===== src/rtl/instr_mem_pkg.sv =====
// Shared definitions for the instruction memory: FSM states and the default boot image.
// Latency: n/a (types, constants and a pure helper function only).
// Backpressure: n/a.
package instr_mem_pkg;

  typedef enum logic [0:0] {
    BOOT = 1'b0,
    RUN  = 1'b1
  } imem_state_t;

  localparam int IMAGE_LEN = 8;
  localparam int IMAGE_AW  = $clog2(IMAGE_LEN);

  localparam logic [15:0] DEFAULT_IMAGE [IMAGE_LEN] = '{
    16'h9005, 16'h910A, 16'h5201, 16'h3301,
    16'h4401, 16'h1703, 16'h1804, 16'h7F78
  };

  // Image word for a given array index; locations past the image boot as zero.
  function automatic logic [15:0] img_word(input int unsigned idx);
    logic [IMAGE_AW-1:0] w_idx;
    w_idx = idx[IMAGE_AW-1:0];
    if (idx < IMAGE_LEN) begin
      return DEFAULT_IMAGE[w_idx];
    end
    return 16'h0000;
  endfunction

endpackage


===== src/rtl/instr_mem_sp_ram_rf.sv =====
// 1R1W register-file array with a registered, read-first read port.
// Latency: 1 cycle from i_re to o_rd_data; writes land at the accepting edge.
// Backpressure: none; o_rd_data holds whenever i_re is low.
module sp_ram_rf #(
  parameter int DATA_W = 16,
  parameter int ADDR_W = 3
) (
  input  logic              clk,
  input  logic              rst,
  input  logic              i_we,
  input  logic [ADDR_W-1:0] i_wr_addr,
  input  logic [DATA_W-1:0] i_wr_data,
  input  logic              i_re,
  input  logic [ADDR_W-1:0] i_rd_addr,
  output logic [DATA_W-1:0] o_rd_data
);

  localparam int DEPTH = 1 << ADDR_W;

  // Storage is deliberately not reset; the boot sequencer rewrites every word.
  logic [DATA_W-1:0] r_mem [DEPTH];
  logic [DATA_W-1:0] r_rd_data;

  // Write port: commit the word at the clock edge.
  always_ff @(posedge clk) begin
    if (i_we) begin
      r_mem[i_wr_addr] <= i_wr_data;
    end
  end

  // Read port: samples the pre-edge contents, so a same-address write is read-first.
  always_ff @(posedge clk) begin
    if (rst) begin
      r_rd_data <= '0;
    end else if (i_re) begin
      r_rd_data <= r_mem[i_rd_addr];
    end
  end

  assign o_rd_data = r_rd_data;

endmodule


===== src/rtl/instr_mem.sv =====
// Writable instruction memory: boots the default image, then serves valid/ready fetches.
// Latency: 1 cycle from request accept to rsp_valid/rsp_data; writes land at the accepting edge.
// Backpressure: a stalled response blocks new fetches (req_ready low); writes are never stalled in RUN.
module instr_mem
  import instr_mem_pkg::*;
#(
  parameter int DATA_W = 16,
  parameter int ADDR_W = 3
) (
  input  logic              clk,
  input  logic              rst,
  input  logic              req_valid,
  output logic              req_ready,
  input  logic [ADDR_W-1:0] req_addr,
  output logic              rsp_valid,
  input  logic              rsp_ready,
  output logic [DATA_W-1:0] rsp_data,
  input  logic              wr_en,
  output logic              wr_ready,
  input  logic [ADDR_W-1:0] wr_addr,
  input  logic [DATA_W-1:0] wr_data,
  output logic              boot_done
);

  localparam int DEPTH = 1 << ADDR_W;

  // The image must fit in the array; a larger image is a build error, never a silent truncation.
  if (IMAGE_LEN > DEPTH) begin : g_image_fits
    $error("instr_mem: IMAGE_LEN exceeds array depth");
  end

  imem_state_t       r_state;
  logic [ADDR_W-1:0] r_cnt;
  logic              r_rsp_valid;

  logic              w_run;
  logic              w_accept;
  logic              w_ram_we;
  logic [ADDR_W-1:0] w_ram_wr_addr;
  logic [DATA_W-1:0] w_ram_wr_data;
  logic [DATA_W-1:0] w_boot_word;
  logic [DATA_W-1:0] w_rd_data;

  assign w_run       = (r_state == RUN);
  assign w_boot_word = DATA_W'(img_word(32'(r_cnt)));

  // Single-entry response slot: a new fetch is taken when the slot is empty or draining now.
  assign req_ready = w_run && (!r_rsp_valid || rsp_ready);
  assign wr_ready  = w_run;
  assign w_accept  = req_valid && req_ready && !rst;

  // Write-port mux: the boot sequencer owns the array until RUN, then the external write port.
  always_comb begin
    w_ram_we      = 1'b0;
    w_ram_wr_addr = wr_addr;
    w_ram_wr_data = wr_data;
    if (!rst) begin
      if (w_run) begin
        w_ram_we = wr_en;
      end else begin
        w_ram_we      = 1'b1;
        w_ram_wr_addr = r_cnt;
        w_ram_wr_data = w_boot_word;
      end
    end
  end

  // Boot sequencer: one image word per cycle, then park in RUN until the next reset.
  always_ff @(posedge clk) begin
    if (rst) begin
      r_state <= BOOT;
      r_cnt   <= '0;
    end else if (r_state == BOOT) begin
      r_cnt <= r_cnt + 1'b1;
      if (&r_cnt) begin
        r_state <= RUN;
      end
    end
  end

  // Response valid: set on accept, cleared on a drain with no replacement fetch.
  always_ff @(posedge clk) begin
    if (rst) begin
      r_rsp_valid <= 1'b0;
    end else if (w_accept) begin
      r_rsp_valid <= 1'b1;
    end else if (rsp_ready) begin
      r_rsp_valid <= 1'b0;
    end
  end

  sp_ram_rf #(
    .DATA_W (DATA_W),
    .ADDR_W (ADDR_W)
  ) u_ram (
    .clk       (clk),
    .rst       (rst),
    .i_we      (w_ram_we),
    .i_wr_addr (w_ram_wr_addr),
    .i_wr_data (w_ram_wr_data),
    .i_re      (w_accept),
    .i_rd_addr (req_addr),
    .o_rd_data (w_rd_data)
  );

  assign rsp_valid = r_rsp_valid;
  assign rsp_data  = w_rd_data;
  assign boot_done = w_run;

endmodule


===== config.mk =====
export PLATFORM = sky130hd
export DESIGN_NAME = instr_mem
export DESIGN_NICKNAME = d
export VERILOG_FILES = /design/src/rtl/instr_mem_pkg.sv /design/src/rtl/instr_mem_sp_ram_rf.sv /design/src/rtl/instr_mem.sv
export SDC_FILE = /design/constraint.sdc
export NUM_CORES = 1
export LEC_CHECK = 0
export BUFFER_PORTS_ARGS = -buffer_cell sky130_fd_sc_hd__buf_2
export CAP_MARGIN = 20
export CORE_AREA = 2 2 113 115
export DETAILED_ROUTE_END_ITERATION = 6
export DIE_AREA = 0 0 115 117
export PLACE_DENSITY = 0.69
export SLEW_MARGIN = 20
export SYNTH_ARGS = -nofsm -noshare
export SYNTH_HDL_FRONTEND = slang
export SYNTH_SLANG_ARGS = --single-unit

===== constraint.sdc =====
create_clock -name clk -period 5.6 [get_ports clk]
set_clock_uncertainty 0.05 [all_clocks]
set_input_delay 1.12 -clock clk [delete_from_list [all_inputs] [get_ports clk]]
set_output_delay 1.12 -clock clk [all_outputs]
set_load 0.01 [all_outputs]

==> results.md, run 1 <==
- Run status: finished, final reports clean
- Clock Path Buffers: 2
- Share of the synthesized area in the top cell type: 0.622
- Number of global-route vias before repair: 3507
- PostCTS Resize Cnt: 0
- I/O pin cnt: 47
- FF/Latch Area: 4260 sq um
- CTS Sinks: 149
- Arrival @ worst endpoint: 3.21 ns
- Crit path kind: input pin to flip-flop
- Critical-path maximum fanout: 25
- Worst vdd ir: 0.212 mV
- CTS tree: done
- Hpwl dp: 8300 um
- Hold Violations, Final: 0
- Leakage power: 2.60 nW
- Drt wl/cell: 20.9 um
- Syn avg cell area: 15.0 sq um
- Synthesis Warnings: 0
- Final Routed Wirelength: 13100 um
- Setup TNS: 0 ns
- Later-pin clock latency in the skew report: 0.41 ns
- Synth top cells by count: 128 x edfxtp_1, 69 x mux2i_1, 35 x nor2_1, 32 x a22oi_1, 22 x nand2_1
- GRT overflow: 0
- Share of cells above drive strength 1: 0.222
- Syn Nets: 446
- Final Setup Violations: 0
- Port Buf Inserts: 46
- Flops & latches, synth: 149
- Die ar.: 13500 sq um
- Total CTS buffers: 17
- Die Ht: 117 um
- Power Total: 0.00246 W
- Core box area: 12300 sq um
- Number of enable-type register cells in the synthesized netlist: 128
- Crit end category: flip-flop
- Syn Inst Count: 412
- Primary FF master, synth: edfxtp_1
- RSZ-0062 raised after global routing: false
- Largest cells by area after synthesis: edfxtp_1 62%, mux2i_1 11%, dfxtp_1 6.8%
- MaxCap Viol Count: 0
- Min-Delay Path Depth: 2
- Layout fillers: 942
- Multi-input gate area: 1700 sq um
- Layout area overhead: 13.6%
- Setup crit start kind: input pin
- Initial antenna violation count: 0
- GRT Overall Usage: 0.208
- Fin nets: 495
- Pwr dens: 350 nW/um^2
- Vias: 3492
- # diodes: 0
- Postcts setup bufs: 0
- Crit path to: u_ram.r_mem[1][0]$_DFFE_PP_
- Length in cells of the worst reg-to-reg path: 5
- DIE WIDTH: 115 um
- Detailed Route Iter0 Violations: 267
- Worst Path Required: 5.67 ns
- H-Tree Depth: 4
- Antenna viol nets, final: 0
- Hold buffer count at cts: 0
- Vias/cell: 5.60
- Placed cell area: 6480 sq um
- Worst Setup SP: rst
- Largest net degree at the start of global routing: 65
- First-pass GRT wire length: 20000 um
- Post-route cell area: 7020 sq um
- Reg-to-reg setup timing slack: 2.96 ns
- Netlist Area Pre-Place: 6180 sq um
- Worst reg2reg path endpoint: u_ram.r_mem[1][0]$_DFFE_PP_
- Post-route minimum period: 3.15 ns
- Initial Utilization: 0.502
- Count leader, synth: edfxtp_1
- Worst hold-check path type: flip-flop to flip-flop
- Distinct cells, synth: 32
- Slew at the pin closest to its max-slew limit: 1.11 ns
- Post-route clock period utilization: 0.562
- HP Start: rsp_valid$_SDFFE_PP0P_
- Root Buffer: clkbuf_16
- DRT Pass-1 Iters: 5
- Worst-path clk slew: 0.06 ns
- Fmax: 318 MHz
- Cell accounting for the most synthesized area: edfxtp_1
- Max_slew headroom: 0.257
- Reg2reg start: boot_done$_SDFF_PP0_
- Final GP Congestion: 0.760
- # rows: 41
- # DRC: 0
- Seq/Total Area, Yosys: 0.690
- Post-synth ARST share: 0
- Final-report max-slew violation count: 0
==> cell type report <==
| type | count | area share |
|---|---|---|
| multi-input cells | 233 | 0.242 |
| repair buffers | 56 | 0.0438 |
| well taps | 150 | 0.0267 |
| flip-flops and latches | 149 | 0.607 |
| inverters | 4 | 0.00214 |
| clock inverters | 13 | 0.0146 |
| clock buffers | 19 | 0.0631 |
==> registers in the layout, summed over array words and instances (netlist names) <==
register / flops
r_cnt: 3
boot_done: 1
u_ram.o_rd_data: 16
rsp_valid: 1
u_ram.r_mem: 128
==> cells by family after synthesis <==
family,after synthesis,synth area share
buffers and inverters,30,0.0354
multiplexers,69,0.112
AND/OR/NAND/NOR,91,0.0807
XOR/XNOR,1,0.00142
adder cells (fa/ha/maj),7,0.0142
AO/OA/AOI/OAI,65,0.0670
flip-flops,149,0.690
==> stage by stage <==
stage               cells  utilization  hold WS [ns]  worst slack (ns)
floorplan             412            -         0.484              2.74
global placement      592        0.526         0.455              2.08
detailed placement    592        0.526         0.460              2.02
CTS                   624        0.570         0.469              2.40
global route          624        0.570         0.486              2.24
finish                624        0.570         0.463              2.45
==> layout by cell type (no fill, tap or decap) <==
cell type / n
a21o_1: 2
a21oi_1: 19
a22oi_1: 32
a31oi_1: 3
and2_1: 3
and3_1: 1
buf_2: 45
buf_4: 11
clkbuf_1: 1
clkbuf_16: 17
clkbuf_8: 1
clkinv_1: 1
clkinv_2: 1
clkinv_4: 4
clkinvlp_4: 4
dfxtp_1: 21
edfxtp_1: 128
ha_1: 7
inv_1: 4
inv_6: 2
inv_8: 1
mux2i_1: 69
nand2_1: 22
nand2b_1: 2
nand2b_4: 1
nand3_1: 1
nand3_2: 1
nand3b_1: 2
nor2_1: 34
nor2_2: 1
nor2b_1: 2
nor3_1: 2
nor3_2: 16
nor3b_1: 2
o21ai_0: 9
or2_1: 1
xor2_1: 1
==> critical path, cell delays in order <==
cell and delay [ns]:
buf_2 0.32, or2_1 0.59, nor3_1 0.31, nor2_1 0.11
nor2_1 0.44, buf_4 0.30
==> worst min path at each step <==
stage / endpoint / slack (ns)
6_report: rsp_valid$_SDFFE_PP0P_ / 0.46
5_1_grt: rsp_valid$_SDFFE_PP0P_ / 0.49
4_1_cts: rsp_valid$_SDFFE_PP0P_ / 0.47
3_5_place_dp: rsp_valid$_SDFFE_PP0P_ / 0.46
3_3_place_gp: rsp_valid$_SDFFE_PP0P_ / 0.46
2_1_floorplan: rsp_valid$_SDFFE_PP0P_ / 0.48
==> power breakdown <==
| part | total, W | leakage (nW) | internal (W) | switching [W] |
|---|---|---|---|---|
| clock | 0.00103 | 0.256 | 0.000583 | 0.000450 |
| sequential | 0.00126 | 1.34 | 0.00125 | 0.0000117 |
| combinational | 0.000163 | 1.00 | 0.0000524 | 0.000110 |
==> layer usage <==
metal | track usage | up-vias | share of wire
met3 | 0.0407 | 28 | 0.050
li1 | - | 1654 | -
met4 | 0.0988 | 0 | 0.032
met2 | 0.355 | 118 | 0.51
met5 | 0 | - | 0
met1 | 0.256 | 1692 | 0.40
Power figures use the tool's default switching activity.
==> inputs of run 2 (changes only) <==
--- a/config.mk
+++ b/config.mk
@@ -5,12 +5,13 @@
 export SDC_FILE = /design/constraint.sdc
 export NUM_CORES = 1
 export LEC_CHECK = 0
+export ABC_AREA = 1
 export BUFFER_PORTS_ARGS = -buffer_cell sky130_fd_sc_hd__buf_2
 export CAP_MARGIN = 20
-export CORE_AREA = 2 2 113 115
+export CORE_AREA = 2 2 116 118
 export DETAILED_ROUTE_END_ITERATION = 6
-export DIE_AREA = 0 0 115 117
-export PLACE_DENSITY = 0.69
+export DIE_AREA = 0 0 118 120
+export PLACE_DENSITY = 0.72
 export SLEW_MARGIN = 20
 export SYNTH_ARGS = -nofsm -noshare
 export SYNTH_HDL_FRONTEND = slang
==> constraint.sdc (replaced) <==
create_clock -name clk -period 2.7 [get_ports clk]
set_clock_uncertainty 0.05 [all_clocks]
set_input_delay 0.54 -clock clk [delete_from_list [all_inputs] [get_ports clk]]
set_output_delay 0.54 -clock clk [all_outputs]
set_load 0.01 [all_outputs]
==> results.md, run 2 <==
- Run status: finished, final reports clean
- Final Routed Wirelength: 14800 um (+13%)
- Max_slew headroom: 0.463 (+0.206)
- Count leader, synth: nand2_1
- Worst Setup SP: boot_done$_SDFF_PP0_
- Worst Path Required: 2.76 ns (-2.91 ns)
- Root Buffer: clkbuf_16
- Post-synth ARST share: 0 (unchanged)
- Share of cells above drive strength 1: 0.133 (-0.0884)
- Leakage power: 3.39 nW (+30%)
- Flops & latches, synth: 149 (unchanged)
- DRT Pass-1 Iters: 5 (unchanged)
- Drt wl/cell: 16.2 um (-23%)
- Seq/Total Area, Yosys: 0.651 (-0.0391)
- Crit path kind: flip-flop to flip-flop
- # DRC: 0 (unchanged)
- Hpwl dp: 9620 um (+16%)
- Port Buf Inserts: 46 (unchanged)
- Largest Register: u_ram.r_mem
- Syn Nets: 704 (+58%)
- Post-route clock period utilization: 0.798
- GRT overflow: 0 (unchanged)
- Synth top cells by count: 217 x nand2_1, 128 x edfxtp_1, 112 x inv_1, 97 x nand3_1, 21 x dfxtp_1
- Slew at the pin closest to its max-slew limit: 0.801 ns (-0.314 ns)
- Hold buffer count at cts: 0 (unchanged)
- Number of global-route vias before repair: 4670 (+33%)
- Share of the synthesized area in the top cell type: 0.586 (-0.0352)
- GRT Overall Usage: 0.223 (+0.0157)
- Total CTS buffers: 17 (unchanged)
- Post-route cell area: 7570 sq um (+7.8%)
- Die Ht: 120 um (+2.6%)
- Pwr dens: 716 nW/um^2 (+100%)
- Core box area: 13000 sq um (+5.4%)
- Detailed Route Iter0 Violations: 453 (+70%)
- Postcts setup bufs: 0 (unchanged)
- Netlist Area Pre-Place: 6560 sq um (+6.0%)
- Vias: 4674 (+34%)
- Final GP Congestion: 0.893 (+17%)
- Setup crit start kind: flip-flop
- RSZ-0062 raised after global routing: false
- Final-report max-slew violation count: 0 (unchanged)
- Setup TNS: 0 ns (unchanged)
- DIE WIDTH: 118 um (+2.6%)
- Number of enable-type register cells in the synthesized netlist: 128 (unchanged)
- Post-layout util: 0.583 (+0.0131)
- Worst hold-check path type: flip-flop to flip-flop
- MaxCap Viol Count: 0 (unchanged)
- CTS Sinks: 149 (unchanged)
- Initial antenna violation count: 0 (unchanged)
- Largest register FFs: 128 (unchanged)
- Antenna viol nets, final: 0 (unchanged)
- Clock Path Buffers: 2 (unchanged)
- Largest cells by area after synthesis: edfxtp_1 59%, nand2_1 12%, nand3_1 7.4%
- PostCTS Resize Cnt: 0 (unchanged)
- Worst-path clk slew: 0.06 ns (about the same)
- Die ar.: 14200 sq um (+5.2%)
- # rows: 42 (+2.4%)
- Commonest non-fill, non-tap cell in the layout: nand2_1
- Placed cell area: 6980 sq um (+7.8%)
- Syn avg cell area: 9.78 sq um (-35%)
- Fin nets: 757 (+53%)
- Distinct cells, synth: 23 (-28%)
- Synthesis Warnings: 0 (unchanged)
- Cell accounting for the most synthesized area: edfxtp_1
- Largest net degree at the start of global routing: 65 (unchanged)
- Later-pin clock latency in the skew report: 0.42 ns (about the same)
- Worst vdd ir: 0.494 mV (+130%)
- Initial Utilization: 0.505 (+0.00278)
- Reg2reg start: boot_done$_SDFF_PP0_
- Crit end category: flip-flop
- First-pass GRT wire length: 23700 um (+19%)
- Syn Inst Count: 670 (+63%)
- Most frequent cells in the layout: 217 x nand2_1, 128 x edfxtp_1, 112 x inv_1
- Fmax: 464 MHz
- Post-route minimum period: 2.16 ns
- Primary FF master, synth: edfxtp_1
- # diodes: 0 (unchanged)
- I/O pin cnt: 47 (unchanged)
- Hold Violations, Final: 0 (unchanged)
- Arrival @ worst endpoint: 2.22 ns (-0.99 ns)
- HP Start: u_ram.o_rd_data[3]$_SDFFE_PP0P_
- Layout area overhead: 15.5%
- H-Tree Depth: 4 (unchanged)
- Setup ws final: 0.544 ns (-1.91 ns)
- Critical-path maximum fanout: 14 (-44%)
- Final Setup Violations: 0 (unchanged)
- CTS tree: done
- Vias/cell: 5.13 (-8.4%)
- Pre-CTS setup slack: 0.356 ns (-1.66 ns)
## run 2: changes by cell type in the layout (fill, tap and decap cells not counted), sizes merged, moves of 14 or more
cell	previous run	this run
nor3	18	1
nor2	35	21
a22oi	32	0
nand3	2	98
mux2i	69	0
inv	7	114
nand2	22	217
## run 2: worst paths after layout
path | cells after the start | slack [ns] | end
worst min register to register | 2 | 0.41 | u_ram.o_rd_data[3]$_SDFFE_PP0P_
worst max register to register | 7 | 0.54 | u_ram.r_mem[7][12]$_DFFE_PP_
worst min-delay path | 2 | 0.41 | u_ram.o_rd_data[3]$_SDFFE_PP0P_
worst max-delay path | 7 | 0.54 | u_ram.r_mem[7][12]$_DFFE_PP_
## run 2: where the power goes
group	switching (W)	leakage [nW]	internal, W
sequential	0.0000258	1.34	0.00263
combinational	0.000301	1.76	0.000116
clock	0.000863	0.288	0.00149
total	0.00119	3.39	0.00423
## run 2: critical path, stage by stage (launching register included)
cell     delay (ns)
dfxtp_1        0.62
nor2_4         0.16
inv_1          0.25
nand2_1        0.11
nand2_1        0.08
nand2_1        0.11
nor2_1         0.23
buf_4          0.25
## run 2: layout make-up
class / count / area, sq um
tap: 176 / 220
clock inverter: 11 / 133
fill: 1092 / 5410
clock buffer: 21 / 460
inverter: 114 / 430
timing repair buffer: 65 / 385
sequential: 149 / 4260
multi-input combinational: 376 / 1680
## run 2: cell families (layout without fill, tap and decap cells)
group | Yosys count | after routing | share of synthesized area
buf+inv | 145 | 211 | 0.0931
flops | 149 | 149 | 0.651
fa+ha+maj | 7 | 7 | 0.0134
simple gates | 337 | 337 | 0.217
compound gates | 32 | 32 | 0.0256
## run 2: routing by layer
metal	wire length, um	global-route usage	part of all wire	vias up
li1	-	-	-	2256
met1	6160	0.276	0.42	2186
met2	7230	0.366	0.49	193
met3	865	0.0475	0.058	39
met4	551	0.128	0.037	0
met5	0	0	0	-
## run 2: per-stage QoR
step                      power (W)  instances  hold WS [ns]
after global placement      0.00309        880         0.401
after floorplan             0.00296        670         0.437
after global routing        0.00561        912         0.443
final                       0.00542        912         0.411
after detailed placement    0.00311        880         0.405
after CTS                   0.00545        912         0.414
==> inputs of run 3 (changes only) <==
--- a/config.mk
+++ b/config.mk
@@ -11,7 +11,7 @@
 export CORE_AREA = 2 2 116 118
 export DETAILED_ROUTE_END_ITERATION = 6
 export DIE_AREA = 0 0 118 120
-export PLACE_DENSITY = 0.72
+export PLACE_DENSITY = 0.69
 export SLEW_MARGIN = 20
 export SYNTH_ARGS = -nofsm -noshare
 export SYNTH_HDL_FRONTEND = slang
==> constraint.sdc (replaced) <==
create_clock -name clk -period 2.05 [get_ports clk]
set_clock_uncertainty 0.05 [all_clocks]
set_input_delay 0.41 -clock clk [delete_from_list [all_inputs] [get_ports clk]]
set_output_delay 0.41 -clock clk [all_outputs]
set_load 0.01 [all_outputs]
==> results.md, run 3 (same netlist as run 2, synthesis figures left out) <==
- First-pass GRT wire length: 24000 um (+1.3%)
- Critical path's largest stage delay: 0.33 ns (-0.29 ns)
- GRT Overall Usage: 0.228 (+0.00444)
- Antenna viol nets, final: 0 (unchanged)
- Crit path kind: flip-flop to flip-flop
- Critical path depth: 7 (unchanged)
- Setup crit start kind: flip-flop
- Switch share: 0.230 (+0.0109)
- I/O pin cnt: 47 (unchanged)
- Worst vdd ir: 0.463 mV (-6.4%)
- Top Family by Delay on Critical Path: buffers and inverters
- Vias/cell: 5.16 (+0.64%)
- CTS tree: done
- Later-pin clock latency in the skew report: 0.42 ns (about the same)
- Worst hold endpoint: r_cnt[2]$_SDFFE_PP0N_
- Fmax: 526 MHz (+13%)
- Largest net degree at the start of global routing: 65 (unchanged)
- Clock power share: 0.395 (-0.039)
- Detailed Route Iter0 Violations: 486 (+7.3%)
- Initial Utilization: 0.505 (unchanged)
- Leakage power: 3.41 nW (+0.66%)
- Length in cells of the worst reg-to-reg path: 7 (unchanged)
- GRT overflow: 0 (unchanged)
- Critical-path cell list: nor2_4 > inv_1 > buf_4 > nand2_1 > nand3_1 > nor2_1 > buf_4
- Critical-path maximum fanout: 16 (+2)
- Post-route minimum period: 1.90 ns (-0.254 ns)
- Hpwl dp: 9780 um (+1.6%)
- Largest register FFs: 128 (unchanged)
- Hold buffer count at cts: 0 (unchanged)
- Hold WS: 0.330 ns (-0.0809 ns)
- Met3 routed WL: 881 um (+1.8%)
- H-Tree Depth: 4 (unchanged)
- Total CTS buffers: 17 (unchanged)
- HP Start: rst
- Reg-to-reg setup timing slack: 0.15 ns (-0.40 ns)
- Core box area: 13000 sq um (unchanged)
- Post-layout util: 0.588 (+0.00453)
- Fin nets: 769 (+1.6%)
- DRT Pass-1 Iters: 5 (unchanged)
- Worst reg2reg path endpoint: u_ram.r_mem[6][6]$_DFFE_PP_
- Largest Register: u_ram.r_mem
- Max_slew headroom: 0.386 (-0.0765)
- DIE WIDTH: 118 um (unchanged)
- # diodes: 0 (unchanged)
- Final Routed Wirelength: 15300 um (+3.0%)
- Final Setup Violations: 0 (unchanged)
- Final GP Congestion: 0.943 (+5.7%)
- Arrival @ worst endpoint: 1.95 ns (-0.27 ns)
- Vias: 4766 (+2.0%)
- Layout area overhead: 16.4%
- Crit path top cell by count: buf_4
- Worst hold-check path type: input pin to flip-flop
- Met1 wire length: 6380 um (+3.7%)
- Reg2reg start: boot_done$_SDFF_PP0_
- Number of global-route vias before repair: 4690 (+0.43%)
- CP Buf/Inv Count: 3 (+1)
- Cell Int Power: 0.00521 W (+23%)
- Worst path slowest cell: dfxtp_1
- NetSw: 0.00156 W (+31%)
- Commonest non-fill, non-tap cell in the layout: nand2_1
- Most frequent cells in the layout: 217 x nand2_1, 128 x edfxtp_1, 112 x inv_1
- Routed length on met2: 7620 um (+5.4%)
- Root Buffer: clkbuf_16
- Post-route clock period utilization: 0.928 (+0.129)
- Crit end category: flip-flop
- Post-route cell area: 7630 sq um (+0.78%)
- MaxCap Viol Count: 0 (unchanged)
- Slew at the pin closest to its max-slew limit: 0.915 ns (+0.114 ns)
- Final-report max-slew violation count: 0 (unchanged)
- Pwr dens: 887 nW/um^2 (+24%)
- Placed cell area: 7120 sq um (+2.0%)
- CTS Sinks: 149 (unchanged)
- Part of the power in registers: 0.516 (+0.027)
- Comb power frac: 0.089 (+0.012)
- Initial antenna violation count: 0 (unchanged)
- RSZ-0062 raised after global routing: true
- Die ar.: 14200 sq um (unchanged)
- Worst Path Required: 2.10 ns (-0.66 ns)
- Die Ht: 120 um (unchanged)
- Drt wl/cell: 16.5 um (+1.7%)
- Top routing layer in use: met4
- # rows: 42 (unchanged)
- Share of cells above drive strength 1: 0.140 (+0.00722)
- Worst-path clk slew: 0.05 ns (about the same)
- Hold Violations, Final: 0 (unchanged)
- # DRC: 0 (unchanged)
- Clock Path Buffers: 2 (unchanged)
- Port Buf Inserts: 46 (unchanged)
- Min-Delay Path Depth: 4 (+2)
- Run status: finished, final reports clean
run 3: cell types whose count changed in the layout (fill, tap and decap cells not counted):
cell	delta
buf_4	+6
buf_12	+4
nor2_1	-1
bufinv_16	-3
clkbuf_1	+6
buf_6	+2
clkinv_2	-2
clkbuf_8	-1
nor2_2	+1
run 3: worst register-to-register path: cells and delay by family, from the launching register on:
kind          cells  cell delay [ns]
buf+inv           3             0.61
flops             1             0.33
simple gates      4             0.60
run 3: per-stage QoR:
stage / std cells / total power, W / TNS [ns] / setup slack (ns)
floorplan: 670 / 0.00390 / -10.31 / -0.0855
global placement: 892 / 0.00412 / 0 / 0.0557
detailed placement: 892 / 0.00415 / -0.581 / -0.0290
CTS: 924 / 0.00681 / 0 / 0.149
global route: 924 / 0.00700 / -0.00417 / -0.00141
finish: 924 / 0.00677 / 0 / 0.148
run 3: how the worst max path moves through the flow:
stage | end | startpoint | slack (ns)
global route | u_ram.r_mem[3][5]$_DFFE_PP_ | boot_done$_SDFF_PP0_ | -0.001
detailed placement | u_ram.r_mem[0][6]$_DFFE_PP_ | rst | -0.03
floorplan | u_ram.r_mem[0][0]$_DFFE_PP_ | boot_done$_SDFF_PP0_ | -0.09
global placement | u_ram.r_mem[2][4]$_DFFE_PP_ | rst | 0.06
CTS | u_ram.r_mem[0][1]$_DFFE_PP_ | boot_done$_SDFF_PP0_ | 0.15
finish | u_ram.r_mem[6][6]$_DFFE_PP_ | boot_done$_SDFF_PP0_ | 0.15
run 3: power groups by stage:
stage	combinational, W	clock, W	sequential, W
4_1_cts	0.000598	0.00272	0.00349
5_1_grt	0.000666	0.00284	0.00350
6_report	0.000601	0.00268	0.00349
3_5_place_dp	0.000593	0	0.00355
2_1_floorplan	0.000354	0	0.00355
3_3_place_gp	0.000571	0	0.00355
run 3: per-layer routing:
metal,vias to the layer above,GRT usage
met5,-,0
met3,28,0.0409
met2,160,0.382
met1,2294,0.290
li1,2284,-
met4,0,0.105
run 3: cell type report:
cell class              count  area, sq um
clock buffers              26          469
clock inverters             6         32.5
fillers                  1105         5350
inverters                 114          430
multi-input cells         376         1680
flip-flops and latches    149         4260
well taps                 176          220
repair buffers             77          533
run 3: repair_timing:
item                                    CTS  global route
endpoints found under the setup margin    0            18
resized for setup                         0             3
setup buffers                             0             0
